## src/rtl/rf_pkg.sv

```systemverilog
// Shared constants for the register-file write-back path: partial-write codes,
// the reserved zero register and default address/data widths.
package rf_pkg;

  localparam logic [2:0] PPP_FULL  = 3'b000;
  localparam logic [2:0] PPP_HI32  = 3'b001;
  localparam logic [2:0] PPP_LO32  = 3'b010;
  localparam logic [2:0] PPP_EVENB = 3'b011;
  localparam logic [2:0] PPP_ODDB  = 3'b100;

  localparam int REG_ZERO   = 0;
  localparam int ADDR_W_DEF = 6;
  localparam int DATA_W_DEF = 64;

  typedef enum logic {
    REQ_A = 1'b0,
    REQ_M = 1'b1
  } req_e;

endpackage

```

## src/rtl/rf_wb_fifo.sv

```systemverilog
// Small circular request FIFO for one write-back producer. Every entry's address
// and occupancy is exposed so the top can answer pending-write queries.
module rf_wb_fifo
  import rf_pkg::*;
#(
  parameter int DEPTH  = 2,
  parameter int ADDR_W = ADDR_W_DEF,
  parameter int PAY_W  = 3 + DATA_W_DEF
) (
  input  logic              clk,
  input  logic              rst,
  input  logic              push,
  input  logic [ADDR_W-1:0] push_addr,
  input  logic [PAY_W-1:0]  push_pay,
  input  logic              pop,
  output logic              full,
  output logic              empty,
  output logic [ADDR_W-1:0] head_addr,
  output logic [PAY_W-1:0]  head_pay,
  output logic [ADDR_W-1:0] entry_addr [DEPTH],
  output logic [DEPTH-1:0]  entry_valid
);

  localparam int PW = $clog2(DEPTH);
  localparam int CW = PW + 1;

  logic [PW-1:0]     rd_ptr;
  logic [PW-1:0]     wr_ptr;
  logic [CW-1:0]     count;
  logic [ADDR_W-1:0] mem_addr [DEPTH];
  logic [PAY_W-1:0]  mem_pay  [DEPTH];
  logic [PW-1:0]     offset;

  always_ff @(posedge clk) begin
    if (rst) begin
      rd_ptr <= '0;
      wr_ptr <= '0;
      count  <= '0;
    end else begin
      if (push) wr_ptr <= wr_ptr + 1'b1;
      if (pop)  rd_ptr <= rd_ptr + 1'b1;
      case ({push, pop})
        2'b10:   count <= count + 1'b1;
        2'b01:   count <= count - 1'b1;
        default: count <= count;
      endcase
    end
  end

  // Storage needs no reset: occupancy alone decides which entries are live.
  always_ff @(posedge clk) begin
    if (push) begin
      mem_addr[wr_ptr] <= push_addr;
      mem_pay[wr_ptr]  <= push_pay;
    end
  end

  assign full       = (count == CW'(DEPTH));
  assign empty      = (count == '0);
  assign head_addr  = mem_addr[rd_ptr];
  assign head_pay   = mem_pay[rd_ptr];
  assign entry_addr = mem_addr;

  always_comb begin
    entry_valid = '0;
    offset      = '0;
    for (int i = 0; i < DEPTH; i++) begin
      offset         = PW'(i) - rd_ptr;
      entry_valid[i] = ({1'b0, offset} < count);
    end
  end

endmodule

```

## src/rtl/rf_wb_arbiter.sv

```systemverilog
// Shares the register-file write port between the execute (A) and load (M) pipes.
// Define RF_WB_RR_EN for round-robin; otherwise M has fixed priority over A.
module rf_wb_arbiter
  import rf_pkg::*;
#(
  parameter int FIFO_DEPTH = 2,
  parameter int ADDR_W     = ADDR_W_DEF,
  parameter int DATA_W     = DATA_W_DEF
) (
  input  logic              clk,
  input  logic              rst,
  input  logic              a_valid,
  output logic              a_ready,
  input  logic [ADDR_W-1:0] a_addr,
  input  logic [2:0]        a_ppp,
  input  logic [DATA_W-1:0] a_data,
  input  logic              m_valid,
  output logic              m_ready,
  input  logic [ADDR_W-1:0] m_addr,
  input  logic [2:0]        m_ppp,
  input  logic [DATA_W-1:0] m_data,
  output logic              wb_wr_en,
  output logic [2:0]        wb_ppp,
  output logic [ADDR_W-1:0] wb_addr,
  output logic [DATA_W-1:0] wb_data,
  input  logic [ADDR_W-1:0] q_addr1,
  input  logic [ADDR_W-1:0] q_addr2,
  output logic              q_hit1,
  output logic              q_hit2,
  output logic              busy
);

  localparam int PAY_W = 3 + DATA_W;

  logic              a_full, a_empty, a_push, a_pop;
  logic              m_full, m_empty, m_push, m_pop;
  logic [ADDR_W-1:0] a_head_addr, m_head_addr;
  logic [PAY_W-1:0]  a_head_pay, m_head_pay;
  logic [ADDR_W-1:0] a_entry_addr [FIFO_DEPTH];
  logic [ADDR_W-1:0] m_entry_addr [FIFO_DEPTH];
  logic [FIFO_DEPTH-1:0] a_entry_valid, m_entry_valid;
  logic              hit1, hit2;

  // Ready depends only on registered occupancy, never on this cycle's pop.
  assign a_ready = !rst && !a_full;
  assign m_ready = !rst && !m_full;
  assign a_push  = a_valid && a_ready && (a_addr != ADDR_W'(REG_ZERO));
  assign m_push  = m_valid && m_ready && (m_addr != ADDR_W'(REG_ZERO));

  rf_wb_fifo #(.DEPTH(FIFO_DEPTH), .ADDR_W(ADDR_W), .PAY_W(PAY_W)) u_fifo_a (
    .clk(clk), .rst(rst), .push(a_push), .push_addr(a_addr),
    .push_pay({a_ppp, a_data}), .pop(a_pop), .full(a_full), .empty(a_empty),
    .head_addr(a_head_addr), .head_pay(a_head_pay),
    .entry_addr(a_entry_addr), .entry_valid(a_entry_valid)
  );

  rf_wb_fifo #(.DEPTH(FIFO_DEPTH), .ADDR_W(ADDR_W), .PAY_W(PAY_W)) u_fifo_m (
    .clk(clk), .rst(rst), .push(m_push), .push_addr(m_addr),
    .push_pay({m_ppp, m_data}), .pop(m_pop), .full(m_full), .empty(m_empty),
    .head_addr(m_head_addr), .head_pay(m_head_pay),
    .entry_addr(m_entry_addr), .entry_valid(m_entry_valid)
  );

`ifdef RF_WB_RR_EN
  req_e rr_pref;

  always_ff @(posedge clk) begin
    if (rst)        rr_pref <= REQ_A;
    else if (a_pop) rr_pref <= REQ_M;
    else if (m_pop) rr_pref <= REQ_A;
  end

  always_comb begin
    a_pop = 1'b0;
    m_pop = 1'b0;
    if (!a_empty && !m_empty) begin
      if (rr_pref == REQ_A) a_pop = 1'b1;
      else                  m_pop = 1'b1;
    end else if (!a_empty) begin
      a_pop = 1'b1;
    end else if (!m_empty) begin
      m_pop = 1'b1;
    end
  end
`else
  always_comb begin
    a_pop = 1'b0;
    m_pop = 1'b0;
    if (!m_empty)      m_pop = 1'b1;
    else if (!a_empty) a_pop = 1'b1;
  end
`endif

  // Address/ppp/data hold their last values on idle cycles.
  always_ff @(posedge clk) begin
    if (rst) begin
      wb_wr_en <= 1'b0;
      wb_ppp   <= '0;
      wb_addr  <= '0;
      wb_data  <= '0;
    end else begin
      wb_wr_en <= a_pop || m_pop;
      if (m_pop) begin
        wb_addr           <= m_head_addr;
        {wb_ppp, wb_data} <= m_head_pay;
      end else if (a_pop) begin
        wb_addr           <= a_head_addr;
        {wb_ppp, wb_data} <= a_head_pay;
      end
    end
  end

  always_comb begin
    hit1 = wb_wr_en && (wb_addr == q_addr1);
    hit2 = wb_wr_en && (wb_addr == q_addr2);
    for (int i = 0; i < FIFO_DEPTH; i++) begin
      if (a_entry_valid[i] && (a_entry_addr[i] == q_addr1)) hit1 = 1'b1;
      if (m_entry_valid[i] && (m_entry_addr[i] == q_addr1)) hit1 = 1'b1;
      if (a_entry_valid[i] && (a_entry_addr[i] == q_addr2)) hit2 = 1'b1;
      if (m_entry_valid[i] && (m_entry_addr[i] == q_addr2)) hit2 = 1'b1;
    end
  end

  assign q_hit1 = !rst && hit1 && (q_addr1 != ADDR_W'(REG_ZERO));
  assign q_hit2 = !rst && hit2 && (q_addr2 != ADDR_W'(REG_ZERO));
  assign busy   = !rst && (!a_empty || !m_empty || wb_wr_en);

endmodule

```

## config.mk

```make
export PLATFORM = sky130hd
export DESIGN_NAME = rf_wb_arbiter
export DESIGN_NICKNAME = d
export VERILOG_FILES = /design/src/rtl/rf_pkg.sv /design/src/rtl/rf_wb_fifo.sv /design/src/rtl/rf_wb_arbiter.sv
export SDC_FILE = /design/constraint.sdc
export NUM_CORES = 1
export LEC_CHECK = 0
export CAP_MARGIN = 20
export CORE_MARGIN = 1
export CORE_UTILIZATION = 55
export DETAILED_ROUTE_END_ITERATION = 8
export PLACE_DENSITY = 0.91
export SYNTH_ARGS = -nofsm -noshare
export SYNTH_HDL_FRONTEND = slang
export SYNTH_SLANG_ARGS = --single-unit
```

## constraint.sdc

```tcl
create_clock -name clk -period 14.3 [get_ports clk]
set_input_delay 2.145 -clock clk [delete_from_list [all_inputs] [get_ports clk]]
set_output_delay 2.145 -clock clk [all_outputs]
set_load 0.01 [all_outputs]
```

==> summary.md, run 1 <==
| Metric | Value |
|---|---|
| RSZ-0062 raised after global routing | no |
| Cell occurring most often along the worst timing path | sky130_fd_sc_hd__clkdlybuf4s50_1 |
| Detail Route Antenna Nets | 0 |
| Max Freq | 148.6 MHz |
| Switching portion of total power | 31.19% |
| Post-synth EDFFs | 292 |
| Total Nets Final | 1338 |
| CTS root buffer | sky130_fd_sc_hd__clkbuf_16 |
| Y dimension of the die | 163.7 µm |
| Finished layout cell area | 18340 µm² |
| Worst setup path category | primary input to output port |
| Unique cell type count in the Yosys netlist | 27 |
| Met1 usage in global routing | 33.50% |
| Vias in the first global route | 9310 |
| Cell breakdown of the critical path | clkdlybuf4s50_1 > xor2_1 > or4_1 > nor4_2 > nor3_1 > a211oi_1 > clkdlybuf4s50_1 |
| Net Count, Synth | 1112 |
| Total grt overflow | 0 |
| Total of flip-flops plus latches after synthesis | 376 |
| Number of CTS-inserted buffers | 38 |
| Slew @ Worst Pin | 1.045 ns |
| Detailed-route DRC error count | 0 |
| Die boundary width | 163.7 µm |
| Critical Path Slowest Stage Cell | sky130_fd_sc_hd__clkdlybuf4s50_1 |
| Destination of the worst hold path | wb_data[42] |
| Detailed Route WL | 34.92 mm |
| Synth Cell Area | 14380 µm² |
| Post-CTS setup buffer count | 0 |
| Maximum number of pins on one net before global-route repair | 76 |
| Setup TNS Final | 0 ns |
| Beginning of the worst register-to-register path | u_fifo_m.count[0] |
| Finish-stage setup viols | 0 |
| Top area cells in the synthesized netlist | sky130_fd_sc_hd__edfxtp_1 61%, sky130_fd_sc_hd__dfxtp_1 12%, sky130_fd_sc_hd__mux2i_1 10% |
| DP HPWL | 21.27 mm |
| Post-DR wirelength/cell | 22.76 µm |
| Switching power | 0.001096 W |
| Required @ worst endpoint | 12.15 ns |
| Die Area | 26790 µm² |
| Delay contributed by the slowest stage of the critical path | 0.58 ns |
| Cell taking the most area after synthesis | sky130_fd_sc_hd__edfxtp_1 |
| Fraction of power consumed by combinational cells | 29.3% |
| First-pass GRT wire length | 52.38 mm |
| Area fraction of the dominant cell type after synthesis | 61.00% |
| Leakage dissipation | 6.092 nW |
| Final RePlAce weighted congestion | 0.8852 |
| Type of element capturing the critical path | output port |
| P_int | 0.002419 W |
| Number of hold buffers added after cts | 0 |
| Clock network fraction of design power | 28.6% |
| Hold wc startpoint | wb_data[42] |
| Mapped Cells | 948 |
| Worst Skew | 0.01049 ns |
| PostCTS Resize Cnt | 0 |
| Minimum clock period after layout | 6.728 ns |
| Max cap viols | 0 |
| Clock-pin slew on the worst setup and hold paths | 0.05 ns |
| Depth of the most critical reg-to-reg path | 7 |
| R2R setup slack | 11.48 ns |
| Final hold vios | 0 |
| Number of standard-cell rows in the floorplan | 58 |
| Arrival time at the worst endpoint | 4.58 ns |
| H-tree depth | 2 |
| Gr usage total | 26.07% |
| Count of input and output buffers | 240 |
| Post-synth top flop | sky130_fd_sc_hd__edfxtp_1 |
| Fraction of registers with async set or reset after synthesis | 0% |
| Boundary pin count | 241 |
| Type of the worst min-delay path | flip-flop to flip-flop |
| PD cells | 191.7 nW/µm² |
| Sequential element share of the synthesized area | 72.70% |
| Most Crowded Layer GR | met2 |
| Yosys warning count | 0 |
| Fraction of final layout cells sized beyond drive strength 1 | 7.315% |
| Kind of start point of the critical path | primary input |
| Grt met3 use | 5.256% |
| Per-cell via count in the routed design | 5.828 |
| Number of DRC markers in iteration 0 | 703 |
| Number of clock sinks | 376 |
| Status | complete, no violations |
| CTS max path bufs | 3 |
| Floorplan Core Area | 25400 µm² |
| Routed via count | 8940 |
| Fin crit share | 47.05% |
| Worst vdd rail ir drop | 0.0001604 V |
| Relative area change from synthesis to final layout | 27.57% |
| Largest driver fanout on the critical path | 6 |
| Global routing met2 resource utilization | 44.47% |
| Cell Area, Placed | 17020 µm² |
| Worst-case headroom to the max-slew limit | 30.31% |
| Post-synthesis area per instance | 15.16 µm² |
| Slew Viols, Final | 0 |
| Clock network latency to the later pin of the worst-skew pair | 0.51 ns |
| Proportion of power drawn by flip-flops and latches | 42.2% |
| Starting density of the core | 56.60% |
| Reg2Reg Capture Point | wb_data[0] |
| CTS tree | done |
| Number of antenna violations at the first check in global routing | 1 |
| Instance count along the most critical hold path | 2 |
| DRT Pass-1 Iters | 5 |
routing by layer:
metal,wire [µm],up-vias
met5,0,-
met4,810,0
met3,2732,59
met2,17300,463
met1,14070,4397
li1,-,4021
worst max-delay path, delay by kind of cell:
| kind | cells | cell delay [ns] |
|---|---|---|
| compound gates | 1 | 0.24 |
| xor+xnor | 1 | 0.22 |
| buf+inv | 2 | 1.15 |
| simple gates | 3 | 0.82 |
how the worst max path moves through the flow:
| stage | from | to | cells past startpoint |
|---|---|---|---|
| floorplan | rst | u_fifo_m.entry_addr[0] | 4 |
| global placement | q_addr2[1] | q_hit2 | 7 |
| detailed placement | q_addr2[1] | q_hit2 | 7 |
| CTS | q_addr2[1] | q_hit2 | 7 |
| global route | q_addr2[1] | q_hit2 | 7 |
| finish | q_addr2[1] | q_hit2 | 7 |
placed cells by master (no fill, tap or decap), types with 3 or more instances in the layout:
cell type	count
sky130_fd_sc_hd__nand4_1	8
sky130_fd_sc_hd__buf_4	11
sky130_fd_sc_hd__or4_1	6
sky130_fd_sc_hd__nor3_1	3
sky130_fd_sc_hd__nor2_4	5
sky130_fd_sc_hd__dfxtp_1	82
sky130_fd_sc_hd__clkbuf_16	41
sky130_fd_sc_hd__mux2i_1	146
sky130_fd_sc_hd__bufinv_16	3
sky130_fd_sc_hd__xnor2_1	40
sky130_fd_sc_hd__inv_2	4
sky130_fd_sc_hd__clkbuf_8	7
sky130_fd_sc_hd__clkinv_2	6
sky130_fd_sc_hd__nor2_1	82
sky130_fd_sc_hd__clkdlybuf4s50_1	239
sky130_fd_sc_hd__a21oi_1	83
sky130_fd_sc_hd__clkbuf_1	9
sky130_fd_sc_hd__edfxtp_1	292
sky130_fd_sc_hd__xor2_1	28
sky130_fd_sc_hd__inv_1	5
sky130_fd_sc_hd__nor4_1	8
sky130_fd_sc_hd__o22ai_1	73
cells in the mapped netlist, types with 2 or more instances:
| cell type | instances |
|---|---|
| sky130_fd_sc_hd__o311ai_4 | 2 |
| sky130_fd_sc_hd__dfxtp_1 | 84 |
| sky130_fd_sc_hd__a211oi_1 | 2 |
| sky130_fd_sc_hd__o22ai_1 | 73 |
| sky130_fd_sc_hd__mux2i_1 | 146 |
| sky130_fd_sc_hd__buf_6 | 3 |
| sky130_fd_sc_hd__nand4_1 | 8 |
| sky130_fd_sc_hd__o21ai_0 | 2 |
| sky130_fd_sc_hd__nor4_2 | 2 |
| sky130_fd_sc_hd__or3_1 | 2 |
| sky130_fd_sc_hd__ha_1 | 2 |
| sky130_fd_sc_hd__nor4_1 | 8 |
| sky130_fd_sc_hd__xnor2_1 | 40 |
| sky130_fd_sc_hd__inv_1 | 5 |
| sky130_fd_sc_hd__buf_4 | 7 |
| sky130_fd_sc_hd__xor2_1 | 28 |
| sky130_fd_sc_hd__clkbuf_1 | 33 |
| sky130_fd_sc_hd__buf_1 | 4 |
| sky130_fd_sc_hd__or4_1 | 6 |
| sky130_fd_sc_hd__inv_2 | 4 |
| sky130_fd_sc_hd__a21oi_1 | 83 |
| sky130_fd_sc_hd__buf_2 | 19 |
| sky130_fd_sc_hd__nor2_1 | 87 |
| sky130_fd_sc_hd__nor3_1 | 4 |
| sky130_fd_sc_hd__edfxtp_1 | 292 |
logic make-up (layout without fill, tap and decap cells):
kind of cell / Yosys count / in the layout / synth area share [%]
flops: 376 / 376 / 72.70
compound gates: 163 / 163 / 6.641
mux: 146 / 146 / 10.17
simple gates: 118 / 118 / 3.717
buf+inv: 75 / 330 / 2.463
xor+xnor: 68 / 68 / 4.143
fa+ha+maj: 2 / 2 / 0.1741
other cells: 0 / 1 / 0
metrics by stage:
step / power (W) / utilization, % / cells / setup slack (ns) / hold WS, ns
final: 0.003515 / 72.20 / 1534 / 7.572 / 0.4817
after global routing: 0.003666 / 72.19 / 1533 / 7.443 / 0.5067
after CTS: 0.003534 / 72.11 / 1532 / 7.581 / 0.4874
after detailed placement: 0.002520 / 67.02 / 1463 / 7.594 / 0.4742
after global placement: 0.002482 / 66.95 / 1462 / 7.554 / 0.4665
after floorplan: 0.002078 / - / 948 / 7.924 / 0.4952
state kept, by name, indices dropped and copies added, names as in the netlist, named ones only:
| name | count |
|---|---|
| u_fifo_a.count | 2 |
| u_fifo_a.entry_addr | 12 |
| wb_ppp | 3 |
| u_fifo_m.count | 2 |
| u_fifo_m.wr_ptr | 1 |
| u_fifo_m.mem_pay | 134 |
| wb_data | 64 |
| u_fifo_a.wr_ptr | 1 |
| u_fifo_m.rd_ptr | 1 |
| u_fifo_m.entry_addr | 12 |
| u_fifo_a.rd_ptr | 1 |
| wb_addr | 6 |
| wb_wr_en | 1 |
| u_fifo_a.mem_pay | 134 |
power by group through the flow:
stage | Combinational [W] | Clock, W | Sequential, W
2_1_floorplan | 0.000594 | 0 | 0.00148
3_3_place_gp | 0.000986 | 0 | 0.00150
3_5_place_dp | 0.00102 | 0 | 0.00150
4_1_cts | 0.00103 | 0.00102 | 0.00148
5_1_grt | 0.00111 | 0.00106 | 0.00150
6_report | 0.00103 | 0.00100 | 0.00148
area by class of cell:
type                    count  area [µm²]
inverters                   9       33.78
flip-flops and latches    376       10460
diodes                      1       2.502
well taps                 330       412.9
repair buffers            252        2515
multi-input cells         497        3625
clock inverters            12       136.4
clock buffers              57        1156
fillers                  1618        7061
Power figures use the tool's default switching activity.
==> inputs of run 2 (changes only) <==
- CORE_UTILIZATION: 55 -> 48
- PLACE_DENSITY: 0.91 -> 0.85
- clock period: 14.3 -> 6.1 ns (I/O delays scaled with it)
==> summary.md, run 2 (synthesis gave the netlist of run 1 again) <==
| Metric | Value |
|---|---|
| Cell breakdown of the critical path | clkdlybuf4s50_1 > xnor2_1 > nand4_1 > or4_1 > a211oi_1 > clkdlybuf4s50_1 (was clkdlybuf4s50_1 > xor2_1 > or4_1 > nor4_2 > nor3_1 > a211oi_1 > clkdlybuf4s50_1) |
| Number of CTS-inserted buffers | 39 (was 38) |
| Setup TNS Final | 0 ns (unchanged) |
| Gr usage total | 22.38% (was 26.07%) |
| H-tree depth | 2 (unchanged) |
| Startpoint of the worst setup timing path | q_addr1[0] (was q_addr2[1]) |
| Leakage dissipation | 6.095 nW (was 6.092 nW) |
| Post-CTS setup buffer count | 0 (unchanged) |
| Number of hold buffers added after cts | 0 (unchanged) |
| Number of antenna violations at the first check in global routing | 2 (was 1) |
| CTS max path bufs | 3 (unchanged) |
| Floorplan Core Area | 29090 µm² (was 25400 µm²) |
| RSZ-0062 raised after global routing | no (unchanged) |
| Worst-case headroom to the max-slew limit | 28.30% (was 30.31%) |
| Total grt overflow | 0 (unchanged) |
| Biggest registers after layout | u_fifo_a.mem_pay: 134 flops, u_fifo_m.mem_pay: 134 flops, wb_data: 64 flops (unchanged) |
| Number of buffers and inverters on the critical path | 2 (unchanged) |
| Hold wc startpoint | wb_data[44] (was wb_data[42]) |
| Required @ worst endpoint | 5.18 ns (was 12.15 ns) |
| Number of clock sinks | 376 (unchanged) |
| Detailed-route DRC error count | 0 (unchanged) |
| Number of standard-cell rows in the floorplan | 62 (was 58) |
| First-pass GRT wire length | 52.29 mm (was 52.38 mm) |
| Leading cell types in the layout, fill and taps excluded | 292 x sky130_fd_sc_hd__edfxtp_1, 239 x sky130_fd_sc_hd__clkdlybuf4s50_1, 146 x sky130_fd_sc_hd__mux2i_1 (unchanged) |
| Kind of start point of the critical path | primary input (unchanged) |
| Number of DRC markers in iteration 0 | 532 (was 703) |
| Area taken by flip-flops and latches | 10460 µm² (unchanged) |
| Minimum clock period after layout | 4.209 ns |
| CTS root buffer | sky130_fd_sc_hd__clkbuf_16 (unchanged) |
| Clock-pin slew on the worst setup and hold paths | 0.06 ns (was 0.05 ns) |
| Total Nets Final | 1341 (was 1338) |
| Detailed Route WL | 34.45 mm (was 34.92 mm) |
| Largest driver fanout on the critical path | 6 (unchanged) |
| Boundary pin count | 241 (unchanged) |
| Antenna diode instance count | 0 (was 1) |
| Maximum number of pins on one net before global-route repair | 75 (was 76) |
| PostCTS Resize Cnt | 0 (unchanged) |
| Slew @ Worst Pin | 1.076 ns (was 1.045 ns) |
| Area of combinational cells with multiple inputs | 3625 µm² (unchanged) |
| Final RePlAce weighted congestion | 0.9612 (was 0.8852) |
| Fill cell count | 2097 (was 1618) |
| Final hold vios | 0 (unchanged) |
| CTS tree | done (unchanged) |
| Worst vdd rail ir drop | 0.0003618 V (was 0.0001604 V) |
| Max Freq | 237.6 MHz |
| Starting density of the core | 49.42% (was 56.60%) |
| Delay contributed by the slowest stage of the critical path | 0.67 ns (was 0.58 ns) |
| Dominant delay contributor by cell family on the critical path | buffers and inverters (unchanged) |
| Post-DR wirelength/cell | 21.67 µm (was 22.76 µm) |
| PD cells | 446.3 nW/µm² (was 191.7 nW/µm²) |
| Max cap viols | 0 (unchanged) |
| Share of the core filled with cells | 63.35% (was 72.20%) |
| Arrival time at the worst endpoint | 3.29 ns (was 4.58 ns) |
| Fin crit share | 68.99% |
| Type of the worst min-delay path | flip-flop to flip-flop (unchanged) |
| Count of input and output buffers | 240 (unchanged) |
| Relative area change from synthesis to final layout | 28.20% (was 27.57%) |
| Type of element capturing the critical path | output port (unchanged) |
| Critical Path Slowest Stage Cell | sky130_fd_sc_hd__clkdlybuf4s50_1 (unchanged) |
| Die Area | 30640 µm² (was 26790 µm²) |
| Vias in the first global route | 9414 (was 9310) |
| Most common cell after layout, fill and taps aside | sky130_fd_sc_hd__edfxtp_1 (unchanged) |
| Cell occurring most often along the worst timing path | sky130_fd_sc_hd__clkdlybuf4s50_1 (unchanged) |
| Beginning of the worst register-to-register path | u_fifo_m.count[0] (unchanged) |
| Worst Skew | 0.01991 ns (was 0.01049 ns) |
| Per-cell via count in the routed design | 5.600 (was 5.828) |
| Slew Viols, Final | 0 (unchanged) |
| Worst setup path category | primary input to output port (unchanged) |
| Y dimension of the die | 175.1 µm (was 163.7 µm) |
| Routed via count | 8904 (was 8940) |
| Status | complete, no violations (unchanged) |
| Die boundary width | 175.1 µm (was 163.7 µm) |
| Detail Route Antenna Nets | 0 (unchanged) |
| DRT Pass-1 Iters | 5 (unchanged) |
| Fraction of final layout cells sized beyond drive strength 1 | 7.131% (was 7.315%) |
| DP HPWL | 21.38 mm (was 21.27 mm) |
| Clock network latency to the later pin of the worst-skew pair | 0.52 ns (was 0.51 ns) |
| Finish-stage setup viols | 0 (unchanged) |
## run 2: metal layers
metal | GRT usage, % | vias up | share of wire, %
li1 | - | 4042 | -
met1 | 28.08 | 4430 | 41
met2 | 37.98 | 360 | 49
met3 | 5.962 | 68 | 7.7
met4 | 6.594 | 4 | 2.2
met5 | 0 | - | 0.078
## run 2: report_power, final
group	total [W]	internal (W)	switching [W]
logic	0.00245	0.00108	0.00137
clock network	0.00233	0.00140	0.000931
registers	0.00345	0.00316	0.000289
total	0.00823	0.00564	0.00259
## run 2: per-stage QoR
| stage | hold slack [ns] | cell area (µm²) | power [W] | setup slack (ns) | cells |
|---|---|---|---|---|---|
| 3_5_place_dp | 0.4749 | 17150 | 0.005946 | 1.915 | 1520 |
| 4_1_cts | 0.4906 | 18430 | 0.008286 | 1.909 | 1590 |
| 3_3_place_gp | 0.4651 | 17080 | 0.005846 | 1.913 | 1517 |
| 5_1_grt | 0.5069 | 18430 | 0.008618 | 1.788 | 1590 |
| 2_1_floorplan | 0.4952 | 14380 | 0.004872 | 0.9538 | 948 |
| 6_report | 0.4853 | 18430 | 0.008225 | 1.891 | 1590 |
## run 2: worst paths after layout
check                                          to  slack (ns)  cells past startpoint
worst min-delay path                  wb_data[44]        0.49                      2
worst max register to register  u_fifo_a.count[1]        3.00                      7
worst max-delay path                       q_hit1        1.89                      6
worst min register to register        wb_data[44]        0.49                      2
## run 2: worst min-delay path: stages (launching register included)
cell and delay, ns:
sky130_fd_sc_hd__dfxtp_1 0.32, sky130_fd_sc_hd__a21oi_1 0.06, sky130_fd_sc_hd__nor2_1 0.07
## run 2: layout make-up
class                           instances  area share [%]
Clock buffer                           54           5.988
Clock inverter                         16          0.9301
Inverter                                9          0.1833
Multi-Input combinational cell        497           19.67
Sequential cell                       376           56.75
Tap cell                              384           2.607
Timing Repair Buffer                  254           13.88
==> inputs of run 3 (changes only) <==
- clock period: 6.1 -> 3.8 ns (I/O delays scaled with it)
==> summary.md, run 3 (synthesis gave the netlist of run 1 again) <==
| Metric | Value |
|---|---|
| Finish-stage setup viols | 0 (unchanged) |
| PD cells | 714.3 nW/µm² (was 446.3 nW/µm²) |
| Total Nets Final | 1345 (was 1341) |
| Total grt overflow | 0 (unchanged) |
| R2R setup slack | 0.97 ns (was 3.00 ns) |
| First-pass GRT wire length | 54.33 mm (was 52.29 mm) |
| Fin crit share | 92.31% |
| Delay contributed by the slowest stage of the critical path | 0.60 ns (was 0.67 ns) |
| Max Freq | 285.1 MHz |
| Max cap viols | 0 (unchanged) |
| PostCTS Resize Cnt | 0 (unchanged) |
| Detailed Route WL | 36.03 mm (was 34.45 mm) |
| Final hold vios | 0 (unchanged) |
| Setup TNS Final | 0 ns (unchanged) |
| Biggest registers after layout | u_fifo_a.mem_pay: 134 flops, u_fifo_m.mem_pay: 134 flops, wb_data: 64 flops (unchanged) |
| Fraction of final layout cells sized beyond drive strength 1 | 7.273% (was 7.131%) |
| Floorplan Core Area | 29090 µm² (unchanged) |
| Final RePlAce weighted congestion | 0.8894 (was 0.9612) |
| DRT Pass-1 Iters | 5 (unchanged) |
| Number of antenna violations at the first check in global routing | 1 (was 2) |
| CTS max path bufs | 3 (unchanged) |
| Number of DRC markers in iteration 0 | 595 (was 532) |
| Type of element capturing the critical path | output port (unchanged) |
| Maximum number of pins on one net before global-route repair | 75 (unchanged) |
| Per-cell via count in the routed design | 5.616 (was 5.600) |
| Number of clock sinks | 376 (unchanged) |
| Detailed-route DRC error count | 0 (unchanged) |
| Leading cell types in the layout, fill and taps excluded | 292 x sky130_fd_sc_hd__edfxtp_1, 239 x sky130_fd_sc_hd__clkdlybuf4s50_1, 146 x sky130_fd_sc_hd__mux2i_1 (unchanged) |
| Type of the worst min-delay path | primary input to flip-flop (was flip-flop to flip-flop) |
| Clock-pin slew on the worst setup and hold paths | 0.06 ns (about the same) |
| Largest driver fanout on the critical path | 6 (unchanged) |
| Vias in the first global route | 9524 (was 9414) |
| Post-DR wirelength/cell | 22.59 µm (was 21.67 µm) |
| Relative area change from synthesis to final layout | 28.38% (was 28.20%) |
| Most common cell after layout, fill and taps aside | sky130_fd_sc_hd__edfxtp_1 (unchanged) |
| Die Area | 30640 µm² (unchanged) |
| Cell Count Post-Placement | 1524 (was 1520) |
| Boundary pin count | 241 (unchanged) |
| Leakage dissipation | 6.100 nW (was 6.095 nW) |
| Number of hold buffers added after cts | 0 (unchanged) |
| Y dimension of the die | 175.1 µm (unchanged) |
| Slew @ Worst Pin | 1.022 ns (was 1.076 ns) |
| Critical Path Slowest Stage Cell | sky130_fd_sc_hd__clkdlybuf4s50_1 (unchanged) |
| Worst vdd rail ir drop | 0.0006055 V (was 0.0003618 V) |
| Worst Skew | 0.01213 ns (was 0.01991 ns) |
| Required @ worst endpoint | 3.23 ns (was 5.18 ns) |
| Worst setup path category | flip-flop to output port (was primary input to output port) |
| CTS root buffer | sky130_fd_sc_hd__clkbuf_16 (unchanged) |
| Post-CTS setup buffer count | 0 (unchanged) |
| Number of standard-cell rows in the floorplan | 62 (unchanged) |
| Starting density of the core | 49.42% (unchanged) |
| Count of input and output buffers | 240 (unchanged) |
| CTS tree | done (unchanged) |
| Cell Area, Placed | 17230 µm² (was 17150 µm²) |
| Kind of start point of the critical path | flip-flop (was primary input) |
| H-tree depth | 2 (unchanged) |
| Cell breakdown of the critical path | a21oi_1 > or4_1 > nor4_2 > nor3_1 > a211oi_1 > clkdlybuf4s50_1 (was clkdlybuf4s50_1 > xnor2_1 > nand4_1 > or4_1 > a211oi_1 > clkdlybuf4s50_1) |
| Routed via count | 8957 (was 8904) |
| Finished layout cell area | 18460 µm² (was 18430 µm²) |
| Gr usage total | 23.46% (was 22.38%) |
| Arrival time at the worst endpoint | 2.94 ns (was 3.29 ns) |
| Minimum clock period after layout | 3.508 ns |
| RSZ-0062 raised after global routing | no (unchanged) |
| Detail Route Antenna Nets | 0 (unchanged) |
| Number of CTS-inserted buffers | 39 (unchanged) |
| Die boundary width | 175.1 µm (unchanged) |
| DP HPWL | 22.14 mm (was 21.38 mm) |
| Clock network latency to the later pin of the worst-skew pair | 0.51 ns (was 0.52 ns) |
| Finished Layout Cells | 1595 (was 1590) |
| Worst-case headroom to the max-slew limit | 31.88% (was 28.30%) |
| Slew Viols, Final | 0 (unchanged) |
| Status | complete, no violations (unchanged) |
run 3: cell count changes in the layout (fill, tap and decap cells not counted), sizes merged:
cell,previous run,this run
clkbuf,54,52
clkinv,11,13
buf,15,19
diode,0,1
run 3: layout make-up:
type / instances / area (µm²)
inverter: 9 / 33.78
timing repair buffer: 258 / 2635
fill: 2125 / 10640
clock buffer: 52 / 1055
antenna: 1 / 2.502
clock inverter: 18 / 166.4
sequential: 376 / 10460
multi-input combinational: 497 / 3625
tap: 384 / 480.5
run 3: through the flow:
step | total power [W] | hold slack [ns] | util (%) | setup WS [ns]
after global placement | 0.009423 | 0.4654 | 59.10 | 0.3047
after CTS | 0.01325 | 0.4468 | 63.43 | 0.2798
after floorplan | 0.007820 | 0.4952 | - | -1.001
after detailed placement | 0.009573 | 0.4774 | 59.23 | 0.3174
final | 0.01318 | 0.4620 | 63.44 | 0.2923
after global routing | 0.01377 | 0.4695 | 63.44 | 0.1727
run 3: path summary, 6_finish.rpt:
kind,start,endpoint,cells after the start
worst min-delay path,rst,wb_data[29],2
worst min register to register,wb_data[44],wb_data[44],2
worst max-delay path,u_fifo_m.count[0],q_hit2,6
worst max register to register,u_fifo_a.count[0],u_fifo_a.mem_pay[1][20],5
run 3: power by group:
group	switching [W]	total [W]	internal, W
combinational	0.00220	0.00395	0.00175
sequential	0.000498	0.00557	0.00507
clock	0.00151	0.00366	0.00216
total	0.00420	0.0132	0.00898
run 3: metal layers:
metal	vias to the layer above	GRT usage (%)	part of all wire [%]
li1	4048	-	-
met5	-	0	0
met2	381	40.23	50
met1	4464	29.54	41
met4	0	7.391	2.3
met3	64	5.244	7.2
run 3: critical path: cells and delay by family, from the launching register on:
family                 cells  cell delay (ns)
AOI/OAI and AO/OA          2             0.51
buffers and inverters      1             0.60
DFF                        1             0.50
and+or+nand+nor            3             0.82
